**src/rtl/chip8_pkg.sv**
```systemverilog
// Shared CHIP-8 memory-system constants and types.
//   ADDR_W/DATA_W : RAM address/data widths
//   FONT_TOP      : first writable address (font glyphs live below it)
//   LOCK_MAX_DEF  : default bound on consecutive locked draw grants
//   req_id_t      : requester identity, used for the grant and the read-return tag
//   rr_ptr_t      : CPU/draw round-robin pointer
package chip8_pkg;

    localparam int unsigned ADDR_W       = 12;
    localparam int unsigned DATA_W       = 8;
    localparam int unsigned FONT_TOP     = 512;
    localparam int unsigned LOCK_MAX_DEF = 16;

    typedef enum logic [1:0] {
        REQ_NONE = 2'd0,
        REQ_LD   = 2'd1,
        REQ_CPU  = 2'd2,
        REQ_DRW  = 2'd3
    } req_id_t;

    typedef enum logic {
        RR_CPU = 1'b0,
        RR_DRW = 1'b1
    } rr_ptr_t;

    // True when an address falls inside the read-only font region.
    function automatic logic is_protected(input logic [ADDR_W-1:0] addr);
        return addr < ADDR_W'(FONT_TOP);
    endfunction

endpackage

```
**src/rtl/rr_lock_sel.sv**
```systemverilog
// CPU / draw-engine winner selection: round-robin with a bounded draw burst lock.
//   clk, rst   : clock, async active-high reset
//   cpu_req    : CPU requesting
//   drw_req    : draw engine requesting
//   drw_lock   : draw engine asks for burst ownership
//   blocked    : a higher-priority source owns the RAM this cycle (no grant, no state change)
//   cpu_win_c  : CPU wins this cycle (combinational)
//   drw_win_c  : draw engine wins this cycle (combinational)
module rr_lock_sel
    import chip8_pkg::*;
#(
    parameter int unsigned LOCK_MAX = LOCK_MAX_DEF
) (
    input  logic clk,
    input  logic rst,
    input  logic cpu_req,
    input  logic drw_req,
    input  logic drw_lock,
    input  logic blocked,
    output logic cpu_win_c,
    output logic drw_win_c
);

    localparam int unsigned RUN_W = $clog2(LOCK_MAX + 1);
    localparam logic [RUN_W-1:0] RUN_MAX = RUN_W'(LOCK_MAX);

    rr_ptr_t          ptr_q,   ptr_nxt;
    logic             lock_q,  lock_nxt;
    logic             yield_q, yield_nxt;
    logic [RUN_W-1:0] run_q,   run_nxt;
    logic [RUN_W-1:0] run_inc;
    logic             lock_live;

    // State register.
    always_ff @(posedge clk or posedge rst) begin
        if (rst) begin
            ptr_q   <= RR_CPU;
            lock_q  <= 1'b0;
            yield_q <= 1'b0;
            run_q   <= '0;
        end else begin
            ptr_q   <= ptr_nxt;
            lock_q  <= lock_nxt;
            yield_q <= yield_nxt;
            run_q   <= run_nxt;
        end
    end

    // Winner selection and next-state.
    always_comb begin
        ptr_nxt   = ptr_q;
        lock_nxt  = lock_q;
        yield_nxt = yield_q;
        run_nxt   = run_q;
        cpu_win_c = 1'b0;
        drw_win_c = 1'b0;
        run_inc   = '0;

        // Ownership lapses the moment the draw engine drops req or lock.
        lock_live = lock_q & drw_req & drw_lock;

        if (!blocked) begin
            if (yield_q && cpu_req) begin
                cpu_win_c = 1'b1;
            end else if (lock_live) begin
                drw_win_c = 1'b1;
            end else if (cpu_req && drw_req) begin
                cpu_win_c = (ptr_q == RR_CPU);
                drw_win_c = (ptr_q == RR_DRW);
            end else begin
                cpu_win_c = cpu_req;
                drw_win_c = drw_req;
            end
        end

        if (!lock_live && lock_q) begin
            lock_nxt = 1'b0;
            run_nxt  = '0;
        end

        if (cpu_win_c) begin
            ptr_nxt   = RR_DRW;
            yield_nxt = 1'b0;
        end

        if (drw_win_c) begin
            ptr_nxt   = RR_CPU;
            yield_nxt = 1'b0;
            if (drw_lock) begin
                // Fresh engagement restarts the run; an existing one counts up, saturating.
                if (!lock_q) begin
                    run_inc = RUN_W'(1);
                end else if (run_q == RUN_MAX) begin
                    run_inc = run_q;
                end else begin
                    run_inc = run_q + RUN_W'(1);
                end
                if (run_inc >= RUN_MAX) begin
                    lock_nxt  = 1'b0;
                    yield_nxt = 1'b1;
                    run_nxt   = RUN_MAX;
                end else begin
                    lock_nxt  = 1'b1;
                    run_nxt   = run_inc;
                end
            end else begin
                lock_nxt = 1'b0;
                run_nxt  = '0;
            end
        end
    end

endmodule

```
**src/rtl/ram_arbiter.sv**
```systemverilog
// Single-port CHIP-8 RAM access controller for loader, CPU and draw engine.
//   clk, rst                            : clock, async active-high reset
//   ld_req/ld_addr/ld_din -> ld_ack     : loader writes, highest priority
//   cpu_req/cpu_we/cpu_addr/cpu_din     : CPU read/write; cpu_ack, cpu_rvalid/cpu_rdata
//   drw_req/drw_lock/drw_addr           : draw reads with optional burst lock; drw_ack, drw_rvalid/drw_rdata
//   ram_addr/ram_din/ram_we, ram_dout   : RAM port (1-cycle registered read)
//   wp_err                              : pulse the cycle after a suppressed font-region write
module ram_arbiter
    import chip8_pkg::*;
#(
    parameter int unsigned LOCK_MAX = LOCK_MAX_DEF
) (
    input  logic              clk,
    input  logic              rst,
    input  logic              ld_req,
    input  logic [ADDR_W-1:0] ld_addr,
    input  logic [DATA_W-1:0] ld_din,
    output logic              ld_ack,
    input  logic              cpu_req,
    input  logic              cpu_we,
    input  logic [ADDR_W-1:0] cpu_addr,
    input  logic [DATA_W-1:0] cpu_din,
    output logic              cpu_ack,
    output logic              cpu_rvalid,
    output logic [DATA_W-1:0] cpu_rdata,
    input  logic              drw_req,
    input  logic              drw_lock,
    input  logic [ADDR_W-1:0] drw_addr,
    output logic              drw_ack,
    output logic              drw_rvalid,
    output logic [DATA_W-1:0] drw_rdata,
    output logic [ADDR_W-1:0] ram_addr,
    output logic [DATA_W-1:0] ram_din,
    output logic              ram_we,
    input  logic [DATA_W-1:0] ram_dout,
    output logic              wp_err
);

    req_id_t grant_c;
    req_id_t tag_q;
    logic    cpu_win_c;
    logic    drw_win_c;
    logic    wr_c;
    logic    wp_hit_c;

    // Loader and reset both pre-empt the CPU/draw selection.
    rr_lock_sel #(
        .LOCK_MAX (LOCK_MAX)
    ) u_sel (
        .clk       (clk),
        .rst       (rst),
        .cpu_req   (cpu_req),
        .drw_req   (drw_req),
        .drw_lock  (drw_lock),
        .blocked   (rst | ld_req),
        .cpu_win_c (cpu_win_c),
        .drw_win_c (drw_win_c)
    );

    // Grant resolution and RAM port mux.
    always_comb begin
        grant_c  = REQ_NONE;
        ram_addr = '0;
        ram_din  = '0;
        wr_c     = 1'b0;
        if (!rst) begin
            if (ld_req) begin
                grant_c = REQ_LD;
            end else if (cpu_win_c) begin
                grant_c = REQ_CPU;
            end else if (drw_win_c) begin
                grant_c = REQ_DRW;
            end
        end
        case (grant_c)
            REQ_LD: begin
                ram_addr = ld_addr;
                ram_din  = ld_din;
                wr_c     = 1'b1;
            end
            REQ_CPU: begin
                ram_addr = cpu_addr;
                ram_din  = cpu_din;
                wr_c     = cpu_we;
            end
            REQ_DRW: begin
                ram_addr = drw_addr;
            end
            default: ;
        endcase
    end

    // Font-region writes are acked but never reach the RAM.
    assign wp_hit_c = wr_c & is_protected(ram_addr);
    assign ram_we   = wr_c & ~wp_hit_c;

    assign ld_ack  = (grant_c == REQ_LD);
    assign cpu_ack = (grant_c == REQ_CPU);
    assign drw_ack = (grant_c == REQ_DRW);

    // Read-return tag and write-protect pulse.
    always_ff @(posedge clk or posedge rst) begin
        if (rst) begin
            tag_q  <= REQ_NONE;
            wp_err <= 1'b0;
        end else begin
            wp_err <= wp_hit_c;
            if (grant_c == REQ_CPU && !cpu_we) begin
                tag_q <= REQ_CPU;
            end else if (grant_c == REQ_DRW) begin
                tag_q <= REQ_DRW;
            end else begin
                tag_q <= REQ_NONE;
            end
        end
    end

    assign cpu_rvalid = (tag_q == REQ_CPU);
    assign drw_rvalid = (tag_q == REQ_DRW);
    assign cpu_rdata  = ram_dout;
    assign drw_rdata  = ram_dout;

endmodule

```
**config.mk**
```make
export PLATFORM = sky130hd
export DESIGN_NAME = ram_arbiter
export DESIGN_NICKNAME = d
export VERILOG_FILES = /design/src/rtl/chip8_pkg.sv /design/src/rtl/rr_lock_sel.sv /design/src/rtl/ram_arbiter.sv
export SDC_FILE = /design/constraint.sdc
export NUM_CORES = 1
export LEC_CHECK = 0
export CAP_MARGIN = 20
export CORE_AREA = 2 2 65 67
export DETAILED_ROUTE_END_ITERATION = 8
export DIE_AREA = 0 0 67 69
export HOLD_SLACK_MARGIN = 0.03
export PLACE_DENSITY = 0.85
export SLEW_MARGIN = 20
export SYNTH_ARGS = -nofsm -noshare
export SYNTH_HDL_FRONTEND = slang
export SYNTH_HIERARCHICAL = 1
export SYNTH_SLANG_ARGS = --single-unit
```
**constraint.sdc**
```tcl
create_clock -name clk -period 3.6 [get_ports clk]
set_input_delay 0.72 -clock clk [delete_from_list [all_inputs] [get_ports clk]]
set_output_delay 0.72 -clock clk [all_outputs]
set_load 0.01 [all_outputs]
```
==> results of run 1 <==
## report_power, final
part | internal (mW) | switching [mW] | total [mW]
registers | 0.132 | 0.0120 | 0.144
clock network | 0.0775 | 0.0439 | 0.121
logic | 0.121 | 0.0759 | 0.197
total | 0.331 | 0.132 | 0.463
## how the worst max path moves through the flow
| stage | slack (ns) | cells past startpoint | startpoint | endpoint |
|---|---|---|---|---|
| 2_1_floorplan | 0.23 | 12 | rst | ram_addr[2] |
| 4_1_cts | 0.004 | 15 | rst | ram_addr[7] |
| 3_3_place_gp | -0.56 | 14 | rst | ram_we |
| 3_5_place_dp | -0.62 | 14 | rst | ram_we |
| 5_1_grt | -0.04 | 14 | rst | ram_we |
| 6_report | 0.08 | 14 | rst | ram_addr[2] |
## layer usage
metal | global-route usage, % | routed length (µm)
met1 | 20.2 | 1600
met5 | 0 | 0
met4 | 4.54 | 46
met2 | 32.5 | 2220
met3 | 4.24 | 282
## state kept, by name (all words and copies together), names as in the netlist
register	cells
u_sel/ptr_q	1
u_sel/lock_q	1
u_sel/run_q	5
tag_q	2
u_sel/yield_q	1
wp_err	1
## cells in the final DEF, fill, tap and decap left out, types with 3 or more instances in the layout
| master | instances |
|---|---|
| inv_2 | 3 |
| buf_2 | 7 |
| nand2_1 | 3 |
| buf_6 | 4 |
| nor2_1 | 27 |
| a22oi_1 | 8 |
| dlygate4sd2_1 | 11 |
| a21oi_1 | 5 |
| a222oi_1 | 12 |
| o21ai_0 | 5 |
| clkdlybuf4s15_1 | 4 |
| dfrtp_1 | 11 |
| inv_1 | 9 |
| clkdlybuf4s50_1 | 58 |
| buf_4 | 27 |
| clkbuf_2 | 3 |
| clkbuf_8 | 3 |
## cell type report
class / count / area, µm²
Timing Repair Buffer: 118 / 1100
Inverter: 12 / 45.0
Clock buffer: 4 / 45.0
Tap cell: 50 / 62.6
Fill cell: 347 / 1650
Sequential cell: 11 / 275
Multi-Input combinational cell: 99 / 737
## kinds of logic after synthesis
kind of cell,count (synthesis),share of synthesized area (%)
AOI/OAI and AO/OA,47,32.8
xor gates and xnor gates,3,2.25
adders and majority gates,4,4.28
buffers and inverters,36,17.1
DFF,11,23.6
and+or+nand+nor,45,20.0
## per-stage QoR
stage | area, µm² | power (mW)
final | 2260 | 0.463
after global routing | 2260 | 0.492
after CTS | 2240 | 0.456
after detailed placement | 2080 | 0.323
after global placement | 2080 | 0.320
after floorplan | 1170 | 0.229
## critical path: stages
cell and delay [ns]:
buf_8 0.10, nor2_4 0.11, inv_2 0.04, a21o_1 0.18, a211oi_4 0.22, nor2b_4 0.17, nor2_1 0.04, nor2_1 0.11
inv_1 0.09, ha_4 0.18, bufbuf_16 0.26, a222oi_1 0.36, nor2_1 0.07, buf_2 0.14
## timing repair
| item | in CTS | in global routing |
|---|---|---|
| buffers inserted | 11 | 1 |
| endpoints found under the hold margin | 0 | 0 |
| gates cloned | 1 | 0 |
| resized for setup | 64 | 23 |
| setup endpoints to repair | 24 | 22 |
| pin swaps | 12 | 12 |
==> reports/results.txt, run 1 <==
Tcrit/Tclk final: 97.8%
main area contributors after synthesis: dfrtp_1, buf_4, a222oi_1, nor2_1, a22oi_1
final hold slack: 0.525 ns
Post-Syn Area: 1170 µm²
cell leakage power: 1.03 nW
Top FF cell, synth: dfrtp_1
Setup crit end kind: primary output
Post-synth EDFFs: 0
relative slew slack: 72.5%
die width: 67 µm
final std cells w/o fill: 294
largest net degree at the start of global routing: 13
r2r setup slk: 1.22 ns
post-DP HPWL: 2960 µm
GR Overflow Total: 0
Gate Count Post-Synth: 146
clock period minus worst slack: 3.52 ns
GP Congestion: 0.792
die area: 4620 µm²
setup ws final: 0.0784 ns
Commonest cells post-synth: nor2_1, buf_4, a222oi_1, inv_1, dfrtp_1
clk sinks: 11
Worst setup SP type: primary input
area growth from synthesis to layout: 93.6%
placed insts: 277
CTS tree: built
Critical R2R Capture: wp_err
Worst EP required: 2.88 ns
Worst Skew: 0.00224 ns
Final Net Count: 316
R2R cell count: 10
clock buffer depth: 2
Final Core Density: 57.8%
post-synthesis cell type count: 41
CTS root buf: clkbuf_8
crit path max fanout: 5
CTS H-Tree Depth: 1
Core Area: 3910 µm²
DRT Wirelength: 4150 µm
Fmax: 0.284 GHz
most frequent cell after synthesis: nor2_1
Setup Crit Path Kind: in -> out
clock-pin slew on the worst setup and hold paths: 0.05 ns
total vias in the final route: 1,507
r2r startpoint: u_sel/lock_q
first-pass GRT wire length: 6610 µm
Starting Density: 29.9%
Slew Viols, Final: 0
worst vdd ir: 87.2 µV
port bufs: 85
Hold Crit Class: in -> async
number of cell rows: 23
number of nets with antenna violations after routing: 0
Num CTS Buffers: 3
Worst Tran Pin Value: 0.410 ns
Pre-antenna DRT Iters: 5
setup TNS: 0 ns
initial antenna violation count: 0
Final setup violation count: 0
I/O Pins: 110
Seq/Total Area, Yosys: 23.6%
Die Height: 69 µm
Ant. Diodes: 0
final hold vios: 0
1st-iter DRT viols: 120
Synth Warn #: 6
max-cap violations: 0
Routed WL per cell: 14.1 µm
outcome: complete, no violations
share of layout cells above drive strength 1: 27.0%
unrepaired setup endpoints after global routing: yes
vias per cell: 5.13
Worst-Skew Late Latency: 0.24 ns
dpl ws: -0.622 ns
Net Count, Synth: 217
asr flop ratio synth: 100%
GRT Util Overall: 17.8%
CTS hold repair buffers: 0
number of global-route vias before repair: 1,527
drt drc: 0
PD cells: 205 nW/µm²
leading area contributor after synthesis: dfrtp_1
syn_area_per_cell: 8.00 µm²
Synth Register Bits: 11
CP arrival: 2.80 ns
top cell type's share of synthesized area: 23.6%
Note: power is estimated with default switching activity, not from simulation.
==> run 2: changes to the inputs <==
--- a/config.mk
+++ b/config.mk
@@ -13,2 +13,3 @@
 export PLACE_DENSITY = 0.85
+export RECOVER_POWER = 100
 export SLEW_MARGIN = 20
==> constraint.sdc (replaced) <==
create_clock -name clk -period 3.6 [get_ports clk]
set_input_delay 0.9 -clock clk [delete_from_list [all_inputs] [get_ports clk]]
set_output_delay 0.9 -clock clk [all_outputs]
set_load 0.01 [all_outputs]
==> run 2 against run 1 <==
  * Via count rose by 2.4%
  * Largest cell class unchanged
  * Fmax shrank 8.4%
  * Highest routed layer unchanged
  * Register-to-register slack lost 0.18 ns
  * Cell count is 3.1% higher
  * The run now ends with setup timing left
  * Sequential share of layout area is 0.25 points lower
  * Combinational power rose by 7%
  * Non-clock buffer count up 9
==> reports/results.txt, run 2 (same netlist as run 1, synthesis figures left out) <==
Slew Viols, Final: 0
number of global-route vias before repair: 1,629
drt drc: 0
DRT Wirelength: 4480 µm
share of layout cells above drive strength 1: 37.2%
unrepaired setup endpoints after global routing: yes
Starting Density: 29.9%
vias per cell: 5.09
Hold Crit Class: reg -> reg
Tcrit/Tclk final: 107%
Critical Path End: ram_we
post-DP HPWL: 3290 µm
register name with the most flops: u_sel/run_q
failing checks: setup timing
setup TNS: -1.42 ns
Largest register FFs: 5
clock period minus worst slack: 3.84 ns
Routed WL per cell: 14.8 µm
CTS H-Tree Depth: 1
Fmax: 0.260 GHz
1st-iter DRT viols: 90
GR Overflow Total: 0
total vias in the final route: 1,543
r2r setup slk: 1.04 ns
Final Core Density: 59.0%
clock buffer depth: 2
number of cell rows: 23
first-pass GRT wire length: 7080 µm
r2r startpoint: u_sel/ptr_q
most frequent cells in the layout: clkdlybuf4s50_1, buf_4, nor2_1
Core Area: 3910 µm²
setup ws final: -0.243 ns
Worst EP required: 2.70 ns
Num CTS Buffers: 3
I/O Pins: 110
Final Net Count: 325
largest net degree at the start of global routing: 13
crit path launch: rst
Worst setup SP type: primary input
Pwr Total: 0.481 mW
outcome: complete, but fails checks
CTS root buf: clkbuf_8
final hold vios: 0
worst vdd ir: 106 µV
Setup crit end kind: primary output
placed insts: 284
leading cell type in the layout, fill and taps excluded: clkdlybuf4s50_1
Critical R2R Capture: wp_err
relative slew slack: 60.8%
largest registers: u_sel/run_q (5), tag_q (2)
Die Height: 69 µm
CTS tree: built
number of nets with antenna violations after routing: 0
Setup Crit Path Kind: in -> out
Worst-Skew Late Latency: 0.24 ns
initial antenna violation count: 0
clock-pin slew on the worst setup and hold paths: 0.05 ns
Final setup violation count: 19
R2R cell count: 12
GP Congestion: 0.804
Ant. Diodes: 0
crit path max fanout: 3
cell leakage power: 1.08 nW
die width: 67 µm
CP arrival: 2.94 ns
final std cells w/o fill: 303
Pre-antenna DRT Iters: 6
Worst Skew: 0.00365 ns
port bufs: 85
dpl ws: -1.02 ns
die area: 4620 µm²
GRT Util Overall: 19.1%
PD cells: 208 nW/µm²
area growth from synthesis to layout: 97.6%
clk sinks: 11
max-cap violations: 0
Worst Tran Pin Value: 0.583 ns
==> run 2: cell types whose count changed in the layout (fill, tap and decap cells not counted), sizes merged, moves of 2 or more <==
cell	before	now
buf	41	65
clkdlybuf4s50	58	56
clkdlybuf4s15	4	1
dlygate4sd2	11	2
==> run 2: through the flow <==
stage	hold WS (ns)	cell area, µm²
global placement	0.522	2170
CTS	0.542	2250
global route	0.565	2310
floorplan	0.504	1190
finish	0.550	2310
detailed placement	0.531	2170
==> run 2: worst max-delay path, stage by stage <==
cell and delay, ns:
buf_8 0.10, nor2_4 0.10, inv_2 0.04, a21o_1 0.18, a211oi_4 0.17, nor2b_1 0.16, nor2_1 0.04, nor2_1 0.14
inv_1 0.09, ha_4 0.17, a222oi_1 0.38, a41o_1 0.27, nor3_2 0.04, buf_2 0.14
==> run 2: how the worst min path moves through the flow <==
| stage | startpoint | endpoint | slack (ns) | cells after the start |
|---|---|---|---|---|
| CTS | u_sel/run_q[3] | u_sel/run_q[3] | 0.54 | 1 |
| detailed placement | u_sel/run_q[3] | u_sel/run_q[3] | 0.53 | 1 |
| global placement | u_sel/run_q[3] | u_sel/run_q[3] | 0.52 | 1 |
| global route | u_sel/run_q[3] | u_sel/run_q[3] | 0.57 | 1 |
| floorplan | u_sel/run_q[3] | u_sel/run_q[3] | 0.50 | 1 |
| finish | u_sel/run_q[3] | u_sel/run_q[3] | 0.55 | 1 |
==> run 2: final cells by class <==
cell class / count / area [µm²]
flip-flops and latches: 11 / 275
multi-input cells: 99 / 778
inverters: 12 / 47.5
well taps: 50 / 62.6
clock buffers: 4 / 45.0
fillers: 347 / 1600
repair buffers: 127 / 1100
==> run 2: what timing repair did <==
item                                    4_1_cts  5_1_grt
hold buffers                                  0        0
resized for setup                           116       17
endpoints found under the setup margin       24       23
pin swaps                                    24       21
setup buffers                                10        7
==> run 2: report_power, final <==
group / internal (mW) / switching [mW] / leakage (nW) / total [mW]
logic: 0.127 / 0.0825 / 0.905 / 0.210
registers: 0.132 / 0.0117 / 0.148 / 0.144
clock network: 0.0780 / 0.0489 / 0.0228 / 0.127
==> run 2: metal layers <==
metal  part of all wire (%)  track usage (%)  wire (µm)
met1                     39             21.6       1750
met2                     53             34.5       2360
met3                    6.0             2.61        271
met4                    2.3             7.71        104
met5                      0                0          0
